`src/rtl/rom_arb_pkg.sv`:
```
// Shared types and constants for the ROM fetch arbiter.
package rom_arb_pkg;

  typedef enum logic [1:0] {
    IDLE,
    FETCH,
    DONE
  } state_t;

  typedef enum logic {
    REQ_M68K,
    REQ_Z80
  } req_t;

  localparam logic [31:0] ROM2_OFFSET   = 32'h0004_0000;
  localparam logic [31:0] BANKED_OFFSET = 32'h0001_0000;
  localparam logic [31:0] BANK_STRIDE   = 32'h0000_4000;

endpackage

```
`src/rtl/rom_arb_xlate.sv`:
```
// CPU-window to flat ROM byte address translation, one instance per requester.
module rom_arb_xlate
  import rom_arb_pkg::*;
#(
  parameter int unsigned       ROM_AW = 24,
  parameter logic [ROM_AW-1:0] BASE   = '0,
  parameter bit                IS_Z80 = 1'b0
) (
  input  logic              alt_cs,
  input  logic [22:0]       addr,
  input  logic [4:0]        bank,
  output logic [ROM_AW-1:0] flat
);

  logic [31:0] m68k_off;
  logic [31:0] z80_off;
  logic        unused_hi;

  assign unused_hi = ^addr[22:17];

  always_comb begin
    m68k_off = {14'd0, addr[16:0], 1'b0};
    if (alt_cs) m68k_off = m68k_off + ROM2_OFFSET;

    if (alt_cs) z80_off = BANKED_OFFSET + 32'(bank) * BANK_STRIDE + {18'd0, addr[13:1], 1'b0};
    else        z80_off = {17'd0, addr[14:1], 1'b0};

    // Wrap-around comes from truncating to ROM_AW; bit0 is forced even for odd BASE.
    flat    = BASE + ROM_AW'(IS_Z80 ? z80_off : m68k_off);
    flat[0] = 1'b0;
  end

endmodule

```
`src/rtl/rom_fetch_arbiter.sv`:
```
// Round-robin sharing of one 16-bit ROM port between 68k program and Z80 sound fetches.
// Optional one-entry per-requester hit cache: define ROM_HIT_CACHE_EN.
module rom_fetch_arbiter
  import rom_arb_pkg::*;
#(
  parameter int unsigned       ROM_AW    = 24,
  parameter logic [ROM_AW-1:0] M68K_BASE = 24'h000000,
  parameter logic [ROM_AW-1:0] Z80_BASE  = 24'h080000
) (
  input  logic              clk,
  input  logic              reset,
  input  logic              m68k_rom_cs,
  input  logic              m68k_rom_2_cs,
  input  logic [22:0]       m68k_a,
  output logic [15:0]       m68k_dout,
  output logic              m68k_ready,
  input  logic              z80_rom_cs,
  input  logic              z80_banked_cs,
  input  logic [15:0]       z80_addr,
  input  logic [4:0]        z80_bank,
  output logic [7:0]        z80_dout,
  output logic              z80_ready,
  output logic [ROM_AW-1:0] rom_addr,
  output logic              rom_req,
  input  logic              rom_ack,
  input  logic [15:0]       rom_data
);

  state_t            state, state_next;
  req_t              grant, grant_next, last_served;
  logic [ROM_AW-1:0] flat_m, flat_z, addr_next;
  logic              active_m, active_z, pending_m, pending_z;
  logic              served_m, served_z;
  logic              grant_active, abort, fetch_keep, capture;
  logic              req_next, hit_path, hit_next;
  logic              take_hit_m, take_hit_z;
  logic [15:0]       hit_word_m, hit_word_z;

  rom_arb_xlate #(.ROM_AW(ROM_AW), .BASE(M68K_BASE), .IS_Z80(1'b0)) u_xlate_m68k (
    .alt_cs (m68k_rom_2_cs & ~m68k_rom_cs),
    .addr   (m68k_a),
    .bank   (5'd0),
    .flat   (flat_m)
  );

  rom_arb_xlate #(.ROM_AW(ROM_AW), .BASE(Z80_BASE), .IS_Z80(1'b1)) u_xlate_z80 (
    .alt_cs (z80_banked_cs & ~z80_rom_cs),
    .addr   ({7'd0, z80_addr}),
    .bank   (z80_bank),
    .flat   (flat_z)
  );

  assign active_m     = m68k_rom_cs | m68k_rom_2_cs;
  assign active_z     = z80_rom_cs | z80_banked_cs;
  assign pending_m    = active_m & ~served_m;
  assign pending_z    = active_z & ~served_z;
  assign grant_active = (grant == REQ_M68K) ? active_m : active_z;
  // A cs drop at any point of the fetch voids it, even if cs has come back by ack time.
  assign fetch_keep   = ~abort & grant_active;
  assign capture      = (state == FETCH) & rom_ack & fetch_keep;

  assign m68k_ready = (state == DONE) && (grant == REQ_M68K) && active_m;
  assign z80_ready  = (state == DONE) && (grant == REQ_Z80) && active_z;

`ifdef ROM_HIT_CACHE_EN
  logic              cval_m, cval_z;
  logic [ROM_AW-1:0] ctag_m, ctag_z;
  logic [15:0]       cdat_m, cdat_z;
  logic [4:0]        bank_q;

  always_ff @(posedge clk) begin
    if (reset) begin
      cval_m <= 1'b0;
      cval_z <= 1'b0;
      ctag_m <= '0;
      ctag_z <= '0;
      cdat_m <= '0;
      cdat_z <= '0;
      bank_q <= '0;
    end else begin
      bank_q <= z80_bank;
      if (capture && grant == REQ_M68K) begin
        cval_m <= 1'b1;
        ctag_m <= rom_addr;
        cdat_m <= rom_data;
      end
      if (capture && grant == REQ_Z80) begin
        cval_z <= 1'b1;
        ctag_z <= rom_addr;
        cdat_z <= rom_data;
      end
      if (z80_bank != bank_q) cval_z <= 1'b0;
    end
  end

  assign take_hit_m = (state == IDLE) && pending_m && cval_m && (ctag_m == flat_m);
  assign take_hit_z = (state == IDLE) && pending_z && cval_z && (ctag_z == flat_z) && !take_hit_m;
  assign hit_word_m = cdat_m;
  assign hit_word_z = cdat_z;
`else
  assign take_hit_m = 1'b0;
  assign take_hit_z = 1'b0;
  assign hit_word_m = '0;
  assign hit_word_z = '0;
`endif

  always_comb begin
    state_next = state;
    grant_next = grant;
    addr_next  = rom_addr;
    req_next   = rom_req;
    hit_next   = 1'b0;
    case (state)
      IDLE: begin
        if (take_hit_m || take_hit_z) begin
          grant_next = take_hit_m ? REQ_M68K : REQ_Z80;
          hit_next   = 1'b1;
          state_next = DONE;
        end else if (pending_m || pending_z) begin
          if (pending_m && pending_z) grant_next = (last_served == REQ_M68K) ? REQ_Z80 : REQ_M68K;
          else                        grant_next = pending_m ? REQ_M68K : REQ_Z80;
          addr_next  = (grant_next == REQ_M68K) ? flat_m : flat_z;
          req_next   = 1'b1;
          state_next = FETCH;
        end
      end
      FETCH: begin
        if (rom_ack) begin
          req_next   = 1'b0;
          state_next = fetch_keep ? DONE : IDLE;
        end
      end
      DONE:    state_next = IDLE;
      default: state_next = IDLE;
    endcase
  end

  always_ff @(posedge clk) begin
    if (reset) begin
      state       <= IDLE;
      grant       <= REQ_M68K;
      last_served <= REQ_M68K;
      rom_req     <= 1'b0;
      rom_addr    <= '0;
      m68k_dout   <= '0;
      z80_dout    <= '0;
      served_m    <= 1'b0;
      served_z    <= 1'b0;
      abort       <= 1'b0;
      hit_path    <= 1'b0;
    end else begin
      state    <= state_next;
      grant    <= grant_next;
      rom_req  <= req_next;
      rom_addr <= addr_next;
      hit_path <= hit_next;
      abort    <= (state == FETCH) && (abort || !grant_active);

      if (capture && grant == REQ_M68K) m68k_dout <= rom_data;
      else if (take_hit_m)              m68k_dout <= hit_word_m;

      if (capture && grant == REQ_Z80) z80_dout <= z80_addr[0] ? rom_data[15:8] : rom_data[7:0];
      else if (take_hit_z)             z80_dout <= z80_addr[0] ? hit_word_z[15:8] : hit_word_z[7:0];

      if (!active_m)       served_m <= 1'b0;
      else if (m68k_ready) served_m <= 1'b1;
      if (!active_z)       served_z <= 1'b0;
      else if (z80_ready)  served_z <= 1'b1;

      if (state == DONE && !hit_path) last_served <= grant;
    end
  end

endmodule

```
`config.mk`:
```
export PLATFORM = sky130hd
export DESIGN_NAME = rom_fetch_arbiter
export DESIGN_NICKNAME = d
export VERILOG_FILES = /design/src/rtl/rom_arb_pkg.sv /design/src/rtl/rom_arb_xlate.sv /design/src/rtl/rom_fetch_arbiter.sv
export SDC_FILE = /design/constraint.sdc
export NUM_CORES = 1
export LEC_CHECK = 0
export ABC_CLOCK_PERIOD_IN_PS = 1470
export CAP_MARGIN = 20
export CORE_ASPECT_RATIO = 1.2
export CORE_UTILIZATION = 38
export CTS_CLUSTER_DIAMETER = 60
export CTS_CLUSTER_SIZE = 14
export DETAILED_ROUTE_END_ITERATION = 10
export GPL_TIMING_DRIVEN = 0
export PLACE_DENSITY = 0.77
export SYNTH_ARGS = -nofsm -noshare
export SYNTH_HDL_FRONTEND = slang
export SYNTH_HIERARCHICAL = 1
export SYNTH_SLANG_ARGS = --single-unit
```
`constraint.sdc`:
```
create_clock -name clk -period 1.47 [get_ports clk]
set_input_delay 0.294 -clock clk [delete_from_list [all_inputs] [get_ports clk]]
set_output_delay 0.294 -clock clk [all_outputs]
set_load 0.005 [all_outputs]
```
Word level (Yosys, flattened, before mapping)
Cells that the tools add are included.
{ "totals": {"register_bits": 56, "out_inout_bits": 51} }
{ "op_classes": {"n_addsub": 4, "n_eq_ne": 4, "mux": 17, "n_reduce_logical": 18, "n_bitwise": 17} }
{ "op_table": {"columns": ["op", "count"], "rows": [
  ["$mux W24", 3],
  ["$add A20 B24 Y24 const A", 1],
  ["$add A24 B14 Y24", 1],
  ["$add A17 B19 Y20 const A", 1],
  ["$add A18 B19 Y20 const B", 1],
  ["$logic_and A1 B1 Y1", 8],
  ["$mux W1", 8],
  ["$mux W8", 1],
  ["$not A1 Y1", 8],
  ["$and A1 B1 Y1", 7],
  ["$mux W2", 3],
  ["$ne A2 B2 Y1 const B", 2],
  ["$pmux W2 S2", 1],
  ["$reduce_and A2 Y1", 2],
  ["$reduce_or A2 Y1", 2],
  ["$reduce_and A3 Y1", 1],
  ["$eq A2 B1 Y1 const B", 1],
  ["$eq A2 B2 Y1 const B", 1],
  ["$logic_not A2 Y1", 1],
  ["$logic_or A1 B1 Y1", 2],
  ["$or A1 B1 Y1", 2],
  ["$pmux W1 S2", 1],
  ["$reduce_bool A2 Y1", 1],
  ["$logic_not A1 Y1", 1]
]} }

Depth between registers and ports, before layout
Gate-level depths: netlist (run 1).
{ "depth": {"word_depth": 7, "depth_mapped": 6, "depth_no_buf": 5} }

Hierarchy
Netlist (run 1), hierarchy kept.
{ "modules_own_cells": {"columns": ["module", "area_per_inst_um2", "n_inst", "seq_area_each_um2", "cells_each"], "rows": [
  ["rom_fetch_arbiter", 2344.7, 1, 1121.1, 265],
  ["rom_arb_xlate (u_xlate_z80)", 202.7, 1, 0.0, 27],
  ["rom_arb_xlate (u_xlate_m68k)", 183.9, 1, 0.0, 25]
]} }

Worst setup path after synthesis (run 1)
Ideal clock, no wire load.
{ "synth_path": {"path_kind": "register to register", "start": "register grant", "end": "register m68k_dout[0]", "path_buffers": 1, "arrival_ns": 1.437, "path_slack_ns": -0.094, "path_stages_with_launch": 6, "period_less_slack_ns": 1.564, "setup_time_ns": 0.128, "path_cell_list": "dfxtp_1 > o21bai_4 > nor4_4 > buf_6 > mux2i_1 > nor2_1"} }
{ "synth_via": {"elab_chain_cells": 4, "word_cells_on_any_way": 5, "cone_classes": "mux (1); bitwise (3); reduce/logical (1)"} }
{ "synth_lines": {"columns": ["element", "line", "text"], "rows": [
  ["start: declaration", "rom_fetch_arbiter.sv:30", "req_t grant, grant_next, last_served;"],
  ["start signal: assignment", "rom_fetch_arbiter.sv:153", "grant <= grant_next;"],
  ["$mux W1", "rom_fetch_arbiter.sv:57", "assign grant_active = (grant == REQ_M68K) ? active_m : active_z;"],
  ["$and A1 B1 Y1", "rom_fetch_arbiter.sv:59", "assign fetch_keep = ~abort & grant_active;"],
  ["$and A1 B1 Y1", "rom_fetch_arbiter.sv:60", "assign capture = (state == FETCH) & rom_ack & fetch_keep;"],
  ["$logic_and A1 B1 Y1 (*)", "rom_fetch_arbiter.sv:159", "if (capture && grant == REQ_M68K) m68k_dout <= rom_data;"],
  ["end signal: assignment", "rom_fetch_arbiter.sv:159", null],
  ["end signal: assignment", "rom_fetch_arbiter.sv:160", "else if (take_hit_m) m68k_dout <= hit_word_m;"],
  ["end: declaration", "rom_fetch_arbiter.sv:15", "output logic [15:0] m68k_dout,"]
]} }
Every way passes the cells marked *; elsewhere a longest branch is shown, timed or not.
A chain may end at the register's enable or synchronous reset.

Final worst setup path (run 1)
{ "layout_path": {"start": "register grant", "end": "register m68k_dout[5]"} }
Same word-level chain as after synthesis.

==> run_results.csv, run 1 <==
group,metric,value,unit
placed_design,gp_congestion,0.7395,
drt,top_layer,"met4",
worst_setup_path,arrival,1.67,ns
sta,timing.fmax,673.2,MHz
yosys,synth_area,2728,um^2
worst_setup_path,path_cells,"o21bai_4, nor4_4, buf_4, buf_6, mux2i_1, nor2_1",
final_layout,finalNetCount,505,
yosys,netlist_instances,316,
sta,fin_skew,0.007252,ns
drt,antenna_left,0,
global_route,antenna_found_initial,0,
worst_setup_path,critPathMaxStageDelay,0.37,ns
min_path,hold_path.class,"in2reg",
placed_design,place_inst,489,
drt,wl,7462,um
worst_setup_path,worst_setup_path_start_kind,"flip-flop",
global_route,grt_overflow,0,
final_layout,drive_gt1_frac,0.3959,
placed_design,portBuffers,78,
worst_setup_path,crit_path_end_kind,"flip-flop",
worst_setup_path,required,1.65,ns
global_route,grt_pass1_wl,11360,um
die,die_h,94.81,um
final_layout,n_antenna_cell,0,
clock_tree,htreeDepth,2,
power_and_ir_drop,p_sw_frac,0.2805,
final_layout,fin_util,0.6385,
yosys,avgSynthCellArea,8.632,um^2
drt,drc,0,
drt,wl_met2,3763,um
die,die_area,7522,um^2
global_route,track_usage,0.1894,
clock_tree,clock_sinks,56,
drt,num_vias,2576,
worst_setup_path,critical_path.max_fanout,5,
drt,vias_per_cell,4.916,
die,io_pins,118,
die,core,6895,um^2
drt,routedWlPerCell,14.24,um
sta,hold_viol,0,
power_and_ir_drop,peakVddDrop,0.0005186,V
worst_setup_path,r2r_setup_slack,-0.02,ns
power_and_ir_drop,power_density,837.9,nW/um^2
clock_tree,clock_latency,0.31,ns
sta,fin_crit_sh,1.011,
drt,drtPass1Iterations,4,
clock_tree,cts_buffers,5,
die,die_w,79.34,um
sta,worst_slew_pin_slew,0.6285,ns
yosys,ys_warn_count,6,
sta,slew_headroom,0.5810,
power_and_ir_drop,power_frac_clock,0.219,
run_status,violations,"negative setup slack",
global_route,grt_pass1_vias,2438,
worst_setup_path,cp_top_family,"flip-flops",
sta,slew_viol_final,0,
global_route,grt_start_max_net_pins,16,
placed_design,dpl.hpwl,5068,um
clock_tree,clk_pin_slew_worst_paths,0.10,ns
clock_tree,cts_tree,"built",
worst_setup_path,crit_buf_inv,2,
final_layout,layout.cells.non_filler,524,
die,rows,33,
worst_setup_path,crit_type,"reg2reg",
run_status,status,"finished, violations left",
sta,setup_ws,-0.01552,ns
power_and_ir_drop,p_total,0.003689,W
clock_tree,hold_buffers,0,
worst_setup_path,slowest_stage,"dfxtp_4",
sta,rsz0062_at_grt,"true",
power_and_ir_drop,p_comb_frac,0.310,
sta,final.min_clock_period,1.486,ns
power_and_ir_drop,cellLeakagePower,2.126,nW
die,start_util,0.3956,
clock_tree,clockBufferDepth,2,
drt,wl_met3,698,um
power_and_ir_drop,p_seq_frac,0.471,
drt,drt-met1-wl,2930,um
job,max-cap-violations,0,
power_and_ir_drop,p_sw,0.001035,W
placed_design,dp_slack,-0.7966,ns
power_and_ir_drop,intPower,0.002654,W
sta,setup_viol,2,
final_layout,syn_to_final_growth,61.42,%
drt,drt_iter0_markers,86,
clock_tree,clockRootBuffer,"clkbuf_8",
-- sequential cells by signal, indices dropped and copies added, names as in the netlist --
signal / flops
abort: 1
grant: 1
last_served: 1
m68k_dout: 16
rom_addr: 24
rom_req: 1
served_m: 1
served_z: 1
state: 2
z80_dout: 8
-- final timing paths --
kind                              startpoint      endpoint  cells past startpoint
worst max register to register         grant  m68k_dout[5]                      6
worst min register to register  rom_addr[19]  rom_addr[19]                      2
worst min-delay path             z80_addr[1]   rom_addr[1]                      3
worst max-delay path                   grant  m68k_dout[5]                      6
-- layout by cell type, fill, tap and decap left out, types with 10 or more instances in the layout --
cell	n
nor2_1	40
nand2_1	49
dlymetal6s2s_1	20
dlygate4sd2_1	13
a311oi_1	10
conb_1	10
clkdlybuf4s50_1	43
dfxtp_2	36
buf_4	62
buf_6	13
a311oi_2	14
mux2i_1	25
nor2_2	11
dfxtp_1	18
-- stage by stage --
stage / setup TNS [ns] / hold slack, ns / area, um^2
after global routing: -1.928 / 0.2409 / 4403
after global placement: -30.80 / 0.4728 / 3657
after floorplan: -0.5320 / 0.4412 / 2768
after CTS: -0.001080 / 0.2442 / 3910
after detailed placement: -32.94 / 0.4853 / 3657
final: -0.02163 / 0.2411 / 4403
-- what timing repair did --
item                                    4_1_cts  5_1_grt
pin swaps                                     8       25
endpoints found under the setup margin       64       86
gates resized for setup                      55      114
gates cloned                                  2        3
buffers inserted                             10       14
-- worst register-to-register path, stage by stage (launching register included) --
cell,delay (ns)
dfxtp_4,0.37
o21bai_4,0.19
nor4_4,0.21
buf_4,0.19
buf_6,0.14
mux2i_1,0.21
nor2_1,0.07
-- power groups by stage --
stage,Combinational [W],Clock (W),Sequential (W)
global placement,0.000827,0,0.00174
global route,0.00124,0.000897,0.00175
floorplan,0.000437,0,0.00174
finish,0.00115,0.000807,0.00174
detailed placement,0.000841,0,0.00174
CTS,0.000914,0.000828,0.00171
-- area by class of cell --
cell class	instances	area (um^2)
Clock buffer	6	72.57
Timing Repair Buffer	107	1101
Sequential cell	56	1174
Inverter	2	7.507
Tap cell	87	108.9
Fill cell	574	2492
Clock inverter	1	5.005
Buffer	60	476.7
Multi-Input combinational cell	205	1458
-- metal layers --
metal,GRT usage,vias up
li1,-,1264
met1,0.2166,1203
met2,0.3348,102
met3,0.07343,7
met4,0.03485,0
met5,0,-
Note: power is estimated with default switching activity, not from simulation.
==> run 2, diff against run 1 <==
Settings changed: CAP_MARGIN 20 to 5, CORE_UTILIZATION 38 to 35, PLACE_DENSITY 0.77 to 0.76, SYNTH_HIERARCHICAL 1 to not set.
==> run_results.csv, run 2 <==
group,metric,value,unit
run_status,status,"finished, violations left",
run_status,violations,"negative setup slack",
placed_design,gp_congestion,0.8148,
clock_tree,clockBufferDepth,2,
global_route,grt_pass1_vias,2300,
die,die_w,75.25,um
sta,timing.fmax,636.1,MHz
yosys,netlist_instances,250,
sta,fin_crit_sh,1.069,
drt,drt_iter0_markers,68,
yosys,synth_edf_count,0,
final_layout,final_cell_mix,"clkdlybuf4s50_1, nor2_1, mux2i_1",
yosys,synth.area.top_cells,"dfxtp_1, mux2i_1, a21oi_1",
drt,num_vias,2331,
sta,fin_hold_ws,0.3701,ns
final_layout,syn_to_final_growth,78.18,%
yosys,avgSynthCellArea,9.014,um^2
worst_setup_path,crit_path_end_kind,"flip-flop",
power_and_ir_drop,peakVddDrop,0.0006367,V
worst_setup_path,arrival,1.77,ns
sta,rsz0062_at_grt,"true",
final_layout,num-fill-cells,515,
placed_design,dpl.hpwl,4940,um
yosys,yosysTopAreaCellShare,0.4620,
yosys,synth_top_cell_by_area,"dfxtp_1",
die,die_h,89.90,um
yosys,synth_commonest_cells,"dfxtp_1, nor2_1, a21oi_1",
min_path,holdPathEnd,"served_m",
die,rows,31,
yosys,synth-async-reset-ratio,0,
final_layout,largest_reg_flops,20,
final_layout,finalNetCount,456,
global_route,grt_pass1_wl,11320,um
final_layout,fin_util,0.6552,
yosys,ys_ff_latch,52,
drt,drc,0,
sta,worst_slew_pin_slew,0.6010,ns
worst_setup_path,reg2regPathDepth,5,
die,core,6128,um^2
worst_setup_path,worst_setup_path_start_kind,"flip-flop",
yosys,synth_area,2253,um^2
yosys,yosysSeqAreaShare,0.4620,
drt,routedWlPerCell,15.99,um
yosys,yosysMostFrequentCell,"dfxtp_1",
min_path,hold_path.class,"in2reg",
clock_tree,cts_tree,"built",
clock_tree,clock_sinks,52,
worst_setup_path,required,1.67,ns
final_layout,top_regs,"rom_addr (20), m68k_dout (16), z80_dout (8)",
clock_tree,cts_buffers,5,
sta,hold_viol,0,
worst_setup_path,rr_endpoint,"rom_addr[17]",
drt,antenna_left,0,
die,die_area,6764,um^2
global_route,antenna_found_initial,0,
die,io_pins,118,
die,start_util,0.3677,
power_and_ir_drop,cellLeakagePower,1.830,nW
drt,vias_per_cell,4.960,
global_route,grt_overflow,0,
clock_tree,hold_buffers,0,
sta,slew_headroom,0.5993,
yosys,synthFlopType,"dfxtp_1",
clock_tree,clock_latency,0.30,ns
worst_setup_path,r2r_setup_slack,-0.10,ns
drt,drtPass1Iterations,4,
yosys,ys_types,40,
sta,slew_viol_final,0,
yosys,ys_warn_count,0,
final_layout,n_antenna_cell,0,
job,max-cap-violations,0,
power_and_ir_drop,power_density,823.0,nW/um^2
drt,wl,7513,um
clock_tree,htreeDepth,2,
global_route,track_usage,0.2181,
min_path,hold_depth,2,
worst_setup_path,r2r_start,"served_z",
sta,setup_ws,-0.1020,ns
final_layout,layout_commonest_cell,"clkdlybuf4s50_1",
clock_tree,clk_pin_slew_worst_paths,0.09,ns
placed_design,portBuffers,104,
worst_setup_path,crit_type,"reg2reg",
worst_setup_path,critical_path.max_fanout,5,
final_layout,top_register,"rom_addr",
sta,fin_skew,0.007419,ns
min_path,hp-start,"reset",
clock_tree,clockRootBuffer,"clkbuf_8",
sta,setup_viol,16,
global_route,grt_start_max_net_pins,15,
final_layout,drive_gt1_frac,0.2861,
sta,final.min_clock_period,1.572,ns
run 2: how the worst max path moves through the flow:
stage / endpoint / depth (start not counted) / startpoint / slack [ns]
CTS: m68k_dout[7] / 6 / state[1] / -0.09
finish: rom_addr[17] / 5 / served_z / -0.10
global route: rom_addr[17] / 5 / served_z / -0.13
global placement: m68k_ready / 5 / m68k_rom_cs / -0.71
floorplan: m68k_dout[10] / 6 / state[1] / -0.03
detailed placement: rom_addr[18] / 6 / z80_rom_cs / -0.77
run 2: final cells by class:
class | instances | area (um^2) | area share
Inverter | 4 | 15.01 | 0.003739
Multi-Input combinational cell | 179 | 1297 | 0.3232
Clock buffer | 6 | 72.57 | 0.01807
Timing Repair Buffer | 129 | 1306 | 0.3253
Tap cell | 82 | 102.6 | 0.02555
Clock inverter | 1 | 5.005 | 0.001246
Sequential cell | 52 | 1084 | 0.2699
Buffer | 17 | 132.6 | 0.03303
run 2: worst max-delay path, stage by stage (launching register included):
cell,delay [ns]
dfxtp_4,0.36
o21bai_4,0.19
a211o_4,0.37
buf_8,0.15
and3_4,0.14
a221o_1,0.26
run 2: kinds of logic (layout without fill, tap and decap cells):
family                   after synthesis  after routing  share of synthesized area
AND/OR/NAND/NOR                       74             74                     0.1571
AO/OA/AOI/OAI                         72             72                     0.1993
flip-flops                            52             52                     0.4620
multiplexers                          27             27                     0.1205
buffers and inverters                 22            157                    0.04997
adder cells (fa/ha/maj)                1              1                   0.005552
other                                  1              4                   0.001664
XOR/XNOR                               1              1                   0.003887
run 2: timing repair:
action	4_1_cts	5_1_grt
pin swaps	10	14
setup buffers	15	7
cloned	2	1
endpoints found under the setup margin	48	78
gates resized for setup	64	67
run 2: per-stage QoR:
stage / setup slack [ns] / instances / cell area (um^2) / TNS, ns / power (W)
2_1_floorplan: -0.03271 / 253 / 2290 / -0.3271 / 0.001916
3_3_place_gp: -0.7062 / 439 / 3433 / -24.50 / 0.002332
4_1_cts: -0.09065 / 463 / 3819 / -1.535 / 0.003253
5_1_grt: -0.1328 / 470 / 4015 / -2.068 / 0.003470
6_report: -0.1020 / 470 / 4015 / -0.4635 / 0.003305
3_5_place_dp: -0.7677 / 439 / 3433 / -26.32 / 0.002341
run 2: routing by layer:
| layer | vias up | global-route usage | wire length, um |
|---|---|---|---|
| met1 | 1090 | 0.2667 | 3074 |
| li1 | 1154 | - | - |
| met2 | 69 | 0.3679 | 3916 |
| met5 | - | 0 | 0 |
| met4 | 0 | 0.09105 | 234 |
| met3 | 18 | 0.03812 | 288 |
run 2: report_power, final:
group / internal [W] / switching (W)
logic: 0.000551 / 0.000409
clock network: 0.000325 / 0.000449
registers: 0.00151 / 0.0000555
==> run 3, diff against run 2 <==
Settings changed: CORE_UTILIZATION 35 to 50, DONT_BUFFER_PORTS set to 1, PLACE_DENSITY 0.76 to 0.69.
==> run_results.csv, run 3 (same netlist as run 2, synthesis figures left out) <==
group,metric,value,unit
min_path,hold_path.class,"in2reg",
sta,worst_slew_pin_slew,0.5699,ns
die,io_pins,118,
worst_setup_path,required,1.66,ns
drt,drtPass1Iterations,4,
die,core,4294,um^2
final_layout,drive_gt1_frac,0.2052,
die,die_area,4781,um^2
sta,fin_skew,0.005771,ns
drt,antenna_left,0,
clock_tree,htreeDepth,2,
job,max-cap-violations,0,
worst_setup_path,crit_path_end_kind,"flip-flop",
run_status,violations,"negative setup slack",
drt,drc,0,
global_route,track_usage,0.2191,
sta,timing.fmax,647.2,MHz
die,die_h,75.54,um
die,die_w,63.29,um
sta,setup_ws,-0.07505,ns
global_route,grt_start_max_net_pins,16,
drt,wl,5265,um
clock_tree,clockRootBuffer,"clkbuf_8",
clock_tree,clock_latency,0.30,ns
clock_tree,cts_tree,"built",
placed_design,portBuffers,0,
worst_setup_path,crit_type,"reg2reg",
placed_design,gp_congestion,0.7636,
final_layout,finalInstanceArea,2621,um^2
placed_design,place_inst,309,
drt,vias_per_cell,5.688,
run_status,status,"finished, violations left",
clock_tree,clk_pin_slew_worst_paths,0.09,ns
global_route,grt_overflow,0,
worst_setup_path,worst_setup_path_start_kind,"flip-flop",
power_and_ir_drop,peakVddDrop,0.0007112,V
final_layout,top_regs,"rom_addr (20), m68k_dout (16), z80_dout (8)",
sta,setup_viol,4,
sta,slew_headroom,0.6201,
clock_tree,clock_sinks,52,
placed_design,place_area,2360,um^2
final_layout,largest_reg_flops,20,
final_layout,layout.cells.non_filler,324,
final_layout,fin_util,0.6104,
placed_design,dpl.hpwl,3816,um
sta,slew_viol_final,0,
die,rows,26,
final_layout,syn_to_final_growth,16.32,%
global_route,grt_pass1_vias,1743,
clock_tree,cts_buffers,5,
sta,hold_viol,0,
power_and_ir_drop,cellLeakagePower,0.9934,nW
final_layout,finalNetCount,335,
clock_tree,hold_buffers,0,
power_and_ir_drop,p_total,0.003097,W
final_layout,n_antenna_cell,0,
sta,rsz0062_at_grt,"true",
drt,drt_iter0_markers,71,
final_layout,final_cell_mix,"dfxtp_1, nor2_1, mux2i_1, a21oi_1, nand2_1",
final_layout,layout_commonest_cell,"dfxtp_1",
worst_setup_path,arrival,1.74,ns
power_and_ir_drop,power_density,1182,nW/um^2
global_route,antenna_found_initial,0,
final_layout,top_register,"rom_addr",
drt,routedWlPerCell,16.25,um
global_route,grt_pass1_wl,8155,um
worst_setup_path,critical_path.max_fanout,5,
clock_tree,clockBufferDepth,2,
drt,num_vias,1843,
sta,final.min_clock_period,1.545,ns
sta,fin_crit_sh,1.051,
die,start_util,0.5248,
run 3: cell types whose count changed in the layout (fill, tap and decap cells not counted), sizes merged:
cell / delta
dlymetal6s2s: -19
clkinv: -1
clkbuf: +2
bufinv: +1
buf: -20
clkdlybuf4s50: -76
dlygate4sd2: -5
clkdlybuf4s15: -2
run 3: report_power, final:
part	internal, W	switching, W
logic	0.000205	0.000241
clock network	0.000601	0.000457
registers	0.00151	0.0000868
run 3: routing by layer:
metal / wire (um) / global-route usage / up-vias / share of wire
met5: 0 / 0 / - / 0
met4: 122 / 0.1035 / 0 / 0.023
met3: 439 / 0.08832 / 10 / 0.083
met2: 2531 / 0.3524 / 76 / 0.48
met1: 2172 / 0.2586 / 853 / 0.41
li1: - / - / 904 / -
run 3: path summary, 6_finish.rpt:
| check | slack [ns] | cells past startpoint | start | to |
|---|---|---|---|---|
| worst min-delay path | 0.12 | 2 | m68k_a[1] | rom_addr[2] |
| worst max-delay path | -0.08 | 5 | served_z | rom_addr[17] |
| worst min register to register | 0.50 | 2 | rom_addr[20] | rom_addr[20] |
| worst max register to register | -0.08 | 5 | served_z | rom_addr[17] |
run 3: worst max-delay path, stage by stage (launching register included):
cell	delay (ns)
dfxtp_2	0.33
o21bai_4	0.20
a211o_1	0.35
buf_6	0.15
and3_4	0.16
a221o_1	0.26
run 3: timing repair:
item	CTS	global route
buffers inserted	6	1
pin swaps	5	3
endpoints found under the setup margin	31	38
gates cloned	0	1
resized for setup	12	17
run 3: cell type report:
| type | instances | area [um^2] |
|---|---|---|
| Buffer | 17 | 111.4 |
| Clock buffer | 7 | 96.34 |
| Clock inverter | 1 | 30.03 |
| Fill cell | 387 | 1673 |
| Inverter | 4 | 15.01 |
| Multi-Input combinational cell | 179 | 1177 |
| Sequential cell | 52 | 1050 |
| Tap cell | 56 | 70.07 |
| Timing Repair Buffer | 8 | 71.32 |
run 3: per-stage QoR:
stage / setup TNS, ns / hold slack [ns] / setup WS, ns
after detailed placement: -4.267 / 0.4374 / -0.1877
final: -0.2204 / 0.1170 / -0.07505
after CTS: -0.2035 / 0.1116 / -0.06743
after global placement: -3.857 / 0.4331 / -0.1766
after floorplan: -0.3271 / 0.4282 / -0.03271
after global routing: -1.339 / 0.1148 / -0.1195
